[src/rtl/arithmetic_pkg.sv]
// Shared encodings and state types for the execute-stage ALU and iterative mul/div unit.
package arithmetic_pkg;

    // funct3 encodings for the base register-register operations
    localparam logic [2:0] F3_ADD  = 3'd0;
    localparam logic [2:0] F3_SLL  = 3'd1;
    localparam logic [2:0] F3_SLT  = 3'd2;
    localparam logic [2:0] F3_SLTU = 3'd3;
    localparam logic [2:0] F3_XOR  = 3'd4;
    localparam logic [2:0] F3_SRL  = 3'd5;
    localparam logic [2:0] F3_OR   = 3'd6;
    localparam logic [2:0] F3_AND  = 3'd7;

    localparam logic [2:0] F3_MUL    = 3'd0;
    localparam logic [2:0] F3_MULH   = 3'd1;
    localparam logic [2:0] F3_MULHSU = 3'd2;
    localparam logic [2:0] F3_MULHU  = 3'd3;
    localparam logic [2:0] F3_DIV    = 3'd4;
    localparam logic [2:0] F3_DIVU   = 3'd5;
    localparam logic [2:0] F3_REM    = 3'd6;
    localparam logic [2:0] F3_REMU   = 3'd7;

    localparam logic [6:0] F7_BASE   = 7'h00;
    localparam logic [6:0] F7_ALT    = 7'h20;
    localparam logic [6:0] F7_MULDIV = 7'h01;

    typedef enum logic [1:0] {
        ST_IDLE,
        ST_BUSY,
        ST_DONE
    } state_t;

    // How an accepted operation is retired
    typedef enum logic [1:0] {
        K_ILLEGAL,
        K_QUICK,
        K_ITER
    } kind_t;

    function automatic logic is_div_op(input logic [2:0] f3);
        return f3[2];
    endfunction

endpackage

[src/rtl/muldiv_iterative.sv]
// Shared multi-cycle datapath: radix-2 shift-add multiply and restoring divide on
// operand magnitudes, one bit per cycle, with a combinational sign fix-up on the last cycle.
module muldiv_iterative
    import arithmetic_pkg::*;
#(
    parameter int XLEN = 32
) (
    input  logic            clk,
    input  logic            rst,
    input  logic            start,
    input  logic [2:0]      funct3,
    input  logic [XLEN-1:0] lhs,
    input  logic [XLEN-1:0] rhs,
    output logic            done,
    output logic [XLEN-1:0] result
);

    localparam int CW = $clog2(XLEN) + 1;

    logic              active;
    logic [CW-1:0]     count;
    logic [2:0]        op;
    logic              neg_q;
    logic              neg_r;
    logic [XLEN-1:0]   opnd;
    logic [2*XLEN-1:0] acc;

    logic              lhs_sgn;
    logic              rhs_sgn;
    logic              lhs_neg;
    logic              rhs_neg;
    logic [XLEN-1:0]   lhs_mag;
    logic [XLEN-1:0]   rhs_mag;
    logic [XLEN:0]     msum;
    logic [XLEN:0]     rsh;
    logic [XLEN:0]     trial;
    logic [2*XLEN-1:0] step_mul;
    logic [2*XLEN-1:0] step_div;

    // acc holds {high, low} of the product, or {remainder, quotient} for divide
    function automatic logic [XLEN-1:0] fixup(
        input logic [2:0]      f3,
        input logic [2*XLEN-1:0] a,
        input logic            nq,
        input logic            nr
    );
        logic [2*XLEN-1:0] prod;
        logic [XLEN-1:0]   quo;
        logic [XLEN-1:0]   rem;
        prod = nq ? -a : a;
        quo  = a[XLEN-1:0];
        rem  = a[2*XLEN-1:XLEN];
        case (f3)
            F3_MUL:                        return prod[XLEN-1:0];
            F3_MULH, F3_MULHSU, F3_MULHU:  return prod[2*XLEN-1:XLEN];
            F3_DIV, F3_DIVU:               return nq ? -quo : quo;
            default:                       return nr ? -rem : rem;
        endcase
    endfunction

    always_comb begin
        lhs_sgn = (funct3 == F3_MULH) || (funct3 == F3_MULHSU)
               || (funct3 == F3_DIV)  || (funct3 == F3_REM);
        rhs_sgn = (funct3 == F3_MULH) || (funct3 == F3_DIV) || (funct3 == F3_REM);
        lhs_neg = lhs_sgn && lhs[XLEN-1];
        rhs_neg = rhs_sgn && rhs[XLEN-1];
        lhs_mag = lhs_neg ? -lhs : lhs;
        rhs_mag = rhs_neg ? -rhs : rhs;
    end

    always_comb begin
        msum     = {1'b0, acc[2*XLEN-1:XLEN]} + (acc[0] ? {1'b0, opnd} : '0);
        rsh      = {acc[2*XLEN-1:XLEN], acc[XLEN-1]};
        trial    = rsh - {1'b0, opnd};
        step_mul = {msum, acc[XLEN-1:1]};
        step_div = {(trial[XLEN] ? rsh[XLEN-1:0] : trial[XLEN-1:0]),
                    acc[XLEN-2:0], ~trial[XLEN]};
    end

    assign done   = active && (count == CW'(XLEN));
    assign result = fixup(op, acc, neg_q, neg_r);

    always_ff @(posedge clk) begin
        if (!rst) begin
            active <= 1'b0;
            count  <= '0;
        end else if (start) begin
            active <= 1'b1;
            count  <= '0;
        end else if (done) begin
            active <= 1'b0;
        end else if (active) begin
            count  <= count + 1'b1;
        end
    end

    always_ff @(posedge clk) begin
        if (start) begin
            op    <= funct3;
            neg_q <= lhs_neg ^ rhs_neg;
            neg_r <= lhs_neg;
            opnd  <= is_div_op(funct3) ? rhs_mag : lhs_mag;
            acc   <= {{XLEN{1'b0}}, (is_div_op(funct3) ? lhs_mag : rhs_mag)};
        end else if (active && !done) begin
            acc   <= is_div_op(op) ? step_div : step_mul;
        end
    end

endmodule

[src/rtl/arithmetic_muldiv.sv]
// Execute-stage integer unit: single-cycle RV base ALU ops plus iterative M-extension
// multiply/divide, with valid/ready handshakes on both sides.
module arithmetic_muldiv
    import arithmetic_pkg::*;
#(
    parameter int XLEN       = 32,
    parameter int SHAMT_MASK = 1
) (
    input  logic            clk,
    input  logic            rst,
    input  logic [XLEN-1:0] lhs,
    input  logic [XLEN-1:0] rhs,
    input  logic [2:0]      operation,
    input  logic [6:0]      metadata,
    input  logic            lhs_valid,
    input  logic            rhs_valid,
    input  logic            operation_valid,
    input  logic            metadata_valid,
    output logic            in_ready,
    output logic [XLEN-1:0] result,
    output logic            result_valid,
    input  logic            result_ready,
    output logic            illegal
);

    localparam logic [XLEN-1:0] SHIFT_MASK = XLEN'(XLEN - 1);
    localparam logic [XLEN-1:0] MOST_NEG   = {1'b1, {(XLEN-1){1'b0}}};

    state_t                 state;
    kind_t                  kind;
    logic [XLEN-1:0]        quick;
    logic [XLEN-1:0]        shamt;
    logic [XLEN-1:0]        md_result;
    logic                   md_done;
    logic                   md_start;
    logic                   accept;
    logic signed [XLEN-1:0] lhs_s;
    logic signed [XLEN-1:0] rhs_s;

    assign lhs_s    = lhs;
    assign rhs_s    = rhs;
    // Legacy mode shifts by the whole rhs so oversized amounts flush to zero / sign
    assign shamt    = (SHAMT_MASK != 0) ? (rhs & SHIFT_MASK) : rhs;
    assign in_ready = (state == ST_IDLE) || ((state == ST_DONE) && result_ready);
    assign accept   = lhs_valid && rhs_valid && operation_valid && metadata_valid && in_ready;
    assign md_start = accept && (kind == K_ITER);

    always_comb begin
        kind  = K_ILLEGAL;
        quick = '0;
        case (metadata)
            F7_BASE: begin
                kind = K_QUICK;
                case (operation)
                    F3_ADD:  quick = lhs + rhs;
                    F3_SLL:  quick = lhs << shamt;
                    F3_SLT:  quick = {{(XLEN-1){1'b0}}, (lhs_s < rhs_s)};
                    F3_SLTU: quick = {{(XLEN-1){1'b0}}, (lhs < rhs)};
                    F3_XOR:  quick = lhs ^ rhs;
                    F3_SRL:  quick = lhs >> shamt;
                    F3_OR:   quick = lhs | rhs;
                    default: quick = lhs & rhs;
                endcase
            end
            F7_ALT: begin
                if (operation == F3_ADD) begin
                    kind  = K_QUICK;
                    quick = lhs - rhs;
                end else if (operation == F3_SRL) begin
                    kind  = K_QUICK;
                    quick = lhs_s >>> shamt;
                end
            end
            F7_MULDIV: begin
                kind = K_ITER;
                // Divide by zero and signed overflow retire immediately with fixed results
                if (is_div_op(operation)) begin
                    if (rhs == '0) begin
                        kind  = K_QUICK;
                        quick = (operation == F3_REM || operation == F3_REMU) ? lhs : '1;
                    end else if ((operation == F3_DIV || operation == F3_REM)
                                 && lhs == MOST_NEG && rhs == '1) begin
                        kind  = K_QUICK;
                        quick = (operation == F3_REM) ? '0 : lhs;
                    end
                end
            end
            default: ;
        endcase
    end

    muldiv_iterative #(
        .XLEN(XLEN)
    ) u_muldiv (
        .clk    (clk),
        .rst    (rst),
        .start  (md_start),
        .funct3 (operation),
        .lhs    (lhs),
        .rhs    (rhs),
        .done   (md_done),
        .result (md_result)
    );

    always_ff @(posedge clk) begin
        if (!rst) begin
            state        <= ST_IDLE;
            result       <= '0;
            result_valid <= 1'b0;
            illegal      <= 1'b0;
        end else begin
            illegal <= 1'b0;
            case (state)
                ST_BUSY: begin
                    if (md_done) begin
                        result       <= md_result;
                        result_valid <= 1'b1;
                        state        <= ST_DONE;
                    end
                end
                default: begin
                    // IDLE, or DONE with the result being consumed this edge
                    if (state == ST_IDLE || result_ready) begin
                        result_valid <= 1'b0;
                        state        <= ST_IDLE;
                        if (accept) begin
                            case (kind)
                                K_ILLEGAL: illegal <= 1'b1;
                                K_ITER:    state   <= ST_BUSY;
                                default: begin
                                    result       <= quick;
                                    result_valid <= 1'b1;
                                    state        <= ST_DONE;
                                end
                            endcase
                        end
                    end
                end
            endcase
        end
    end

endmodule

[config.mk]
export PLATFORM = sky130hd
export DESIGN_NAME = arithmetic_muldiv
export DESIGN_NICKNAME = d
export VERILOG_FILES = /design/src/rtl/arithmetic_pkg.sv /design/src/rtl/muldiv_iterative.sv /design/src/rtl/arithmetic_muldiv.sv
export SDC_FILE = /design/constraint.sdc
export NUM_CORES = 1
export LEC_CHECK = 0
export CAP_MARGIN = 30
export CORE_MARGIN = 4
export CORE_UTILIZATION = 28
export DETAILED_ROUTE_END_ITERATION = 16
export PLACE_DENSITY = 0.49
export SETUP_SLACK_MARGIN = 0.3
export SKIP_LAST_GASP = 1
export SYNTH_ARGS = -nofsm -noshare
export SYNTH_HDL_FRONTEND = slang
export SYNTH_SLANG_ARGS = --single-unit
[constraint.sdc]
create_clock -name clk -period 9 [get_ports clk]
set_input_delay 1.35 -clock clk [delete_from_list [all_inputs] [get_ports clk]]
set_output_delay 1.35 -clock clk [all_outputs]
set_load 0.01 [all_outputs]
## Word level (Yosys, flattened, before mapping)

Cells that the tools add are included.

| word-level totals | value |
|---|---|
| flip-flop bits (word level) | 144 |
| input port bits | 81 |
| output and inout port bits | 35 |
| word-level logic and storage cells | 144 |

| cells by class | value |
|---|---|
| add/subtract/negate cells | 10 |
| magnitude comparators | 2 |
| eq/ne operators | 22 |
| shifts and indexed selects | 3 |
| muxes and demuxes | 46 |
| bitwise gates (word level) | 9 |
| reduce and logical (&&, ||, !) cells | 40 |

Operators with widths:

| operator | count |
|---|---|
| 32-bit 2-to-1 mux | 22 |
| 32-bit one-hot mux with 7 select lines | 1 |
| 32-bit one-hot mux with 3 select lines | 2 |
| 64-bit 2-to-1 mux | 2 |
| 32-bit negator | 4 |
| 32-bit equality test (second input constant) | 2 |
| 32-bit less-than comparator | 2 |
| 64-bit negator | 1 |
| 32-bit by 32-bit adder with 33-bit output | 1 |
| 33-bit by 32-bit subtractor with 33-bit output | 1 |
| 32-bit adder | 1 |
| 32-bit AND | 1 |
| 32-bit zero test | 1 |
| 32-bit bitwise OR | 1 |
| 32-bit by 5-bit left shift with 32-bit output | 1 |
| 32-bit by 5-bit right shift with 32-bit output | 1 |
| 32-bit by 5-bit >>> shifter with 32-bit output | 1 |
| 32-bit subtractor | 1 |
| 32-bit XOR | 1 |
| 3-bit equality test (second input constant) | 6 |
| 2-bit 2-to-1 mux | 7 |
| 3-bit by 2-bit equality test with 1-bit output (second input constant) | 4 |
| 1-bit logical AND | 12 |
| 1-bit 2-to-1 mux | 10 |
| 23 further kinds | 46 |

## Longest topological paths before layout

Gate-level depths: netlist (run 1).

| depth | value |
|---|---|
| depth after elaboration | 14 |
| gate-level depth with buffers | 17 |
| mapped depth without buffers | 14 |

## Hierarchy

Synthesis (run 1) repeated with hierarchy kept, for this count alone.

| second synthesis, totals | value |
|---|---|
| cells, all modules | 3,342 |
| area total of the unflattened synthesis | 24,113.1 um2 |

Modules (own cells, without submodules):

| module | times used | cells an instance | area each (um2) | seq. area each (um2) |
|---|---|---|---|---|
| muldiv_iterative | 1 | 1,633 | 12,532.0 | 2,852.7 |
| arithmetic_muldiv | 1 | 1,709 | 11,581.1 | 700.7 |

## Worst setup path before layout (run 1)

OpenSTA, ideal clock, no wires.

| timing path | value |
|---|---|
| kind | input port to flip-flop |
| start point | input rhs[2] |
| end point | register result[30] |
| setup time | 0.129 ns |
| arrival time | 5.189 ns |
| data required time | 8.871 ns |
| slack | 3.682 ns |
| stages | 17 |
| path buffers | 5 |
| path through | buf_2 inv_1 buf_1 buf_2 buf_2 buf_1 ha_1 nand2b_1 a221oi_1 o211ai_1 o21ai_0 a31o_2 a211oi_1 o21bai_1 a31oi_1 a2111oi_0 o31ai_1 |

| between the ends | value |
|---|---|
| word-level cells in the longest chain between the ends | 10 |
| elaborated cells on any way between the ends | 28 |
| those cells by class | add/sub: 2; eq/ne: 3; shift: 3; mux: 15; reduce/logical: 5 |

RTL lines:

| item | RTL line | text |
|---|---|---|
| start: declaration | arithmetic_muldiv.sv:12 | `input logic [XLEN-1:0] rhs,` |
| branches (longest 10 deep; another with 32-bit adder) | - |  |
| end signal: assignment | arithmetic_muldiv.sv:116 | `result <= md_result;` |
| end signal: assignment | arithmetic_muldiv.sv:131 | `result <= quick;` |
| end: declaration | arithmetic_muldiv.sv:20 | `output logic [XLEN-1:0] result,` |

Several ways; the timed one is not identified. The select of a mux whose other input is x is not followed.
A chain may end at the register's enable or synchronous reset.

## Worst setup path after layout (run 1)

| timing path | value |
|---|---|
| start point | input lhs[0] |
| end point | register result[0] |

| between the ends | value |
|---|---|
| word-level cells in the longest chain between the ends | 11 |
| elaborated cells on any way between the ends | 35 |
| those cells by class | add/sub: 2; order compare: 2; eq/ne: 3; shift: 3; mux: 17; bitwise: 3; reduce/logical: 5 |

RTL lines:

| item | RTL line | text |
|---|---|---|
| start: declaration | arithmetic_muldiv.sv:11 | `input logic [XLEN-1:0] lhs,` |
| branches (longest 11 deep; another with 32-bit adder) | - |  |

Several ways; the timed one is not identified. The select of a mux whose other input is x is not followed.

==> results.cfg, run 1 <==
[run]
maxCapViolations = 0

[timing]
fmax_mhz = 161
tightest_slew_ns = 1.10
rsz0062_at_grt = no
min_period_ns = 6.21
clock_skew_ns = 0.0134
drv_slew = 0
fin_ws_ns = 2.79
final-setup-viol-count = 0
relSlewSlack_pct = 26.2
hold_viol_final = 0
timing.final.crit_share_pct = 69.0
fin_setup_tns_ns = 0

[floorplan]
die-area_sq_um = 91400
core_area_sq_um = 85500
die_w_microns = 302
pin_count = 116
die_y_microns = 302
start_util_pct = 28.4
row_count = 107

[drt]
drc = 0
drt_iter0_markers = 2874
dr.pass1.iters = 6
num_vias = 26332
viasPerCell = 6.00
wl_microns = 121000
ant_nets = 0
wl_per_cell_microns = 27.5

[finish]
stdcell_count = 4387
design_area_sq_um = 27000
most-common-layout-cells = nor2_1 (359), a21oi_1 (275), o21ai_0 (268), nand2_1 (262), ha_1 (170)
drive_gt1_share_pct = 8.36
fin_nets = 3485
layout_commonest_cell = nor2_1
syn_to_final_growth_pct = 11.2
antenna_cells = 0

[critical_path]
path_max_fanout = 25
cp-start-kind = input pin
cp-end-kind = flip-flop
critPathKind = input pin to flip-flop
rr_worst_depth = 14
worst-endpoint-arrival_ns = 6.54
required_ns = 9.33

[synthesis]
ys_types = 95
postSynth.asyncResetShare_pct = 0
ys.flop_type = dfxtp_1
syn-instance-count = 3277
ys_seq_area_share_pct = 14.6
syn_area_sq_um = 24300
syn_area_per_cell_sq_um = 7.40
synth_edf_count = 69
syn_nets = 3532
ys_warn_count = 0
ys_ff_latch = 143

[clocking]
cts_inserted_buffers = 17
root_buffer = clkbuf_16
clk_transition_reported_paths_ns = 0.07
cts_hold_buffers = 0
cts_setup_buffers = 0
htree_num_levels = 4
clock-sinks = 143
cts_tree = done
cts_resized = 0
clk_latency_ns = 0.45
clk_path_buf_depth = 2

[place]
postPlaceCellArea_sq_um = 26400
dp_slack_ns = 2.40
numPortBuffers = 115
place_inst = 4354
place.gp.congestion = 1.00
post-dp-hpwl_microns = 94100

[global_routing]
grt_pass1_vias = 25148
antenna_found_initial = 1
grt_remaining_overflow = 0
track_usage_pct = 25.6
grt_pass1_wl_microns = 176000
grt_max_degree = 66

[worst_hold_path]
whs_path_depth = 2
hold_class = flip-flop to flip-flop

[power_and_ir_drop]
power_density_nw_per_um2 = 108
p_total_mw = 2.93
vdd_drop_max_mv = 0.0795
p_leak_nw = 10.2

[outcome]
status = finished clean
cells in the mapped netlist (66+ instances only):
cell / number / area, sq um
xnor2_1: 155 / 1360
nor3_1: 82 / 410
clkbuf_1: 195 / 732
mux4_2: 66 / 1490
a21oi_1: 275 / 1380
o21ai_0: 269 / 1350
ha_1: 170 / 2130
inv_1: 160 / 601
nand2_1: 263 / 987
xor2_1: 73 / 639
mux2i_1: 150 / 1500
nor2_1: 362 / 1360
dfxtp_1: 74 / 1480
edfxtp_1: 69 / 2070
logic make-up (layout without fill, tap and decap cells):
logic type               count (synthesis)  count (layout)  share of synthesized area, %
flip-flops                             143             143                          14.6
buffers and inverters                  423             389                          6.96
multiplexers                           238             238                          13.3
AND/OR/NAND/NOR                       1011            1011                          19.4
AO/OA/AOI/OAI                         1058            1058                          28.2
adder cells (fa/ha/maj)                174             174                          9.10
XOR/XNOR                               230             230                          8.36
critical path, cell delays in order:
cell             delay (ns)
clkdlybuf4s50_1        0.71
inv_1                  0.29
ha_1                   0.28
nor4b_1                0.51
nand3_1                0.43
nor3_1                 0.68
and4_1                 0.35
o21ai_2                0.10
a21oi_2                0.67
nor2_2                 0.04
buf_4                  0.27
a2111oi_1              0.52
buf_2                  0.26
nor3_1                 0.06
where the power goes:
part / internal, mW / total, mW / switching [mW]
clock: 0.414 / 0.721 / 0.307
combinational: 0.536 / 1.42 / 0.879
sequential: 0.708 / 0.789 / 0.0805
total: 1.66 / 2.93 / 1.27
routing by layer:
layer | share of wire (%) | GRT usage, %
met5 | 0 | 0
met4 | 5.1 | 11.6
met3 | 7.5 | 2.96
met2 | 45 | 41.1
met1 | 43 | 34.6
flip-flops by register name, summed over array words and instances, names as in the netlist:
register,count
u_muldiv.count,6
state,1
u_muldiv.neg_q,1
illegal,1
u_muldiv.opnd,32
u_muldiv.acc,64
result_valid,1
u_muldiv.active,1
result,32
u_muldiv.op,3
u_muldiv.neg_r,1
metrics by stage:
step | utilization (%) | hold WS [ns]
global placement | 30.8 | 0.488
floorplan | - | 0.466
detailed placement | 30.8 | 0.473
global route | 31.5 | 0.506
CTS | 31.5 | 0.483
finish | 31.5 | 0.482
path summary, 6_finish.rpt:
check	endpoint	slack, ns	start
hold / removal	result[27]	0.48	result[27]
setup reg to reg	u_muldiv.acc[62]	4.27	u_muldiv.acc[0]
hold reg to reg	result[27]	0.48	result[27]
setup / recovery	result[0]	2.79	lhs[0]
layout make-up:
type	instances	area (sq um)
clock inverter	14	141
multi-input combinational	2711	19100
sequential	143	3550
timing repair buffer	193	1730
tap	1144	1430
fill	9216	58600
clock buffer	18	439
inverter	164	616
Note: power is estimated with default switching activity, not from simulation.
==> run 2, diff against run 1 <==
==> constraint.sdc (replaced) <==
create_clock -name clk -period 5.9 [get_ports clk]
set_input_delay 0.885 -clock clk [delete_from_list [all_inputs] [get_ports clk]]
set_output_delay 0.885 -clock clk [all_outputs]
set_load 0.01 [all_outputs]
==> run 2 against run 1 <==
Against the previous run: sequential power rose by 52%; die area unchanged; non-clock buffer count increased by 54; total power up 56%; worst hold slack improved by 0.0083 ns.
==> results.cfg, run 2 (synthesis gave the netlist of run 1 again) <==
[outcome]
status = finished clean

[timing]
timing.final.crit_share_pct = 84.1
tightest_slew_ns = 1.10
fmax_mhz = 202
final-setup-viol-count = 0
fin_ws_ns = 0.938
drv_slew = 0
clock_skew_ns = 0.0166
rsz0062_at_grt = no
relSlewSlack_pct = 26.2
min_period_ns = 4.96
hold_viol_final = 0
fin_setup_tns_ns = 0

[worst_hold_path]
hold_class = flip-flop to flip-flop
worstHoldStart = result[30]
whs_path_depth = 2
min_to = result[30]

[finish]
reg_top3 = u_muldiv.acc: 64 flops, result: 32 flops, u_muldiv.opnd: 32 flops
drive_gt1_share_pct = 9.80
fin_util_pct = 32.1
regMostFlops = u_muldiv.acc
antenna_cells = 0
most-common-layout-cells = nor2_1 (359), a21oi_1 (275), o21ai_0 (268), nand2_1 (262), ha_1 (170)
multi_input_area_sq_um = 19100
syn_to_final_growth_pct = 13.0
regArea_sq_um = 3550
fillerInstances = 9337
layout_commonest_cell = nor2_1
largest_reg_flops = 64
fin_nets = 3539

[drt]
ant_nets = 0
drc = 0
wl_microns = 123000
wl_per_cell_microns = 27.6
dr.pass1.iters = 6
viasPerCell = 5.99
drt_iter0_markers = 3233
num_vias = 26590

[floorplan]
die-area_sq_um = 91400
start_util_pct = 28.4
die_w_microns = 302
row_count = 107
pin_count = 116
core_area_sq_um = 85500
die_y_microns = 302

[critical_path]
slowest_stage = nor3_1
r2r_setup_slack_ns = 1.17
path_common_cell = buf_4
path_max_fanout = 32
crit_path_cell_trace = buf_4, clkinv_1, buf_4, ha_1, o21bai_1, a21oi_1, o31ai_1, nor3_1, a31oi_1, nor2_1, xnor2_1, a211oi_1, nor4b_1, o21ai_1
cp-start-kind = input pin
critPathKind = input pin to flip-flop
crit_start = rhs[1]
slowest_delay_ns = 0.67
rr_startpoint = u_muldiv.acc[0]
cp-end-kind = flip-flop
required_ns = 6.22
reg2reg_to = u_muldiv.acc[62]
worst-endpoint-arrival_ns = 5.28
rr_worst_depth = 14

[global_routing]
track_usage_pct = 26.0
grt_remaining_overflow = 0
grt_pass1_wl_microns = 178000
grt_pass1_vias = 25611
antenna_found_initial = 2
grt_max_degree = 66

[power_and_ir_drop]
p_leak_nw = 10.5
vdd_drop_max_mv = 0.224
power_switching_mw = 1.97
power_switching_share_pct = 43.2
p_clk_share_pct = 25.3
p_seq_share_pct = 26.2
p_int_mw = 2.59
comb_power_share_pct = 48.5
power_density_nw_per_um2 = 167
p_total_mw = 4.57

[clocking]
clock-sinks = 143
cts_hold_buffers = 0
htree_num_levels = 4
clk_transition_reported_paths_ns = 0.07
cts_inserted_buffers = 17
cts_resized = 0
cts_setup_buffers = 0
root_buffer = clkbuf_16
clk_latency_ns = 0.46
clk_path_buf_depth = 2
cts_tree = done

[place]
dp_slack_ns = 0.649
post-dp-hpwl_microns = 97700
place.gp.congestion = 1.04
numPortBuffers = 115

[run]
maxCapViolations = 0
-- run 2: changes by cell type in the layout (fill, tap and decap cells not counted), sizes merged --
cell      change
buf          +54
clkbuf        +5
clkinv        -5
inv           +2
bufinv        -1
clkinvlp      -1
-- run 2: area by class of cell --
class	count	area share [%]
clock inverters	9	0.333
inverters	164	2.24
well taps	1144	5.22
flip-flops and latches	143	13.0
clock buffers	23	1.90
repair buffers	247	7.83
multi-input cells	2711	69.5
-- run 2: worst max path at each step --
stage	to	slack, ns
after floorplan	result[30]	1.05
after global placement	result[27]	0.43
after detailed placement	result[30]	0.65
after CTS	result[30]	1.13
after global routing	result[21]	0.77
final	result[21]	0.94
-- run 2: critical path, delay by kind of cell --
family / cells / cell delay (ns)
buffers and inverters: 3 / 1.11
xor gates and xnor gates: 1 / 0.16
and+or+nand+nor: 3 / 1.69
adders and majority gates: 1 / 0.20
AOI/OAI and AO/OA: 6 / 1.22
-- run 2: through the flow --
stage | instance area [sq um] | hold WS (ns) | cells
6_report | 27400 | 0.490 | 4441
3_5_place_dp | 26800 | 0.485 | 4409
2_1_floorplan | 24300 | 0.466 | 3277
4_1_cts | 27400 | 0.494 | 4441
3_3_place_gp | 26800 | 0.485 | 4405
5_1_grt | 27400 | 0.525 | 4441
-- run 2: power groups by stage --
stage | combinational [mW] | sequential (mW) | clock (mW)
2_1_floorplan | 1.49 | 1.15 | 0
3_3_place_gp | 2.16 | 1.21 | 0
3_5_place_dp | 2.15 | 1.21 | 0
4_1_cts | 2.16 | 1.19 | 1.17
5_1_grt | 2.37 | 1.20 | 1.20
6_report | 2.22 | 1.20 | 1.16
-- run 2: per-layer routing --
layer	part of all wire, %	vias to the layer above	track usage (%)
li1	-	12114	-
met1	43	12897	35.4
met2	45	1346	42.0
met3	7.8	233	3.17
met4	4.5	0	10.3
met5	0	-	0
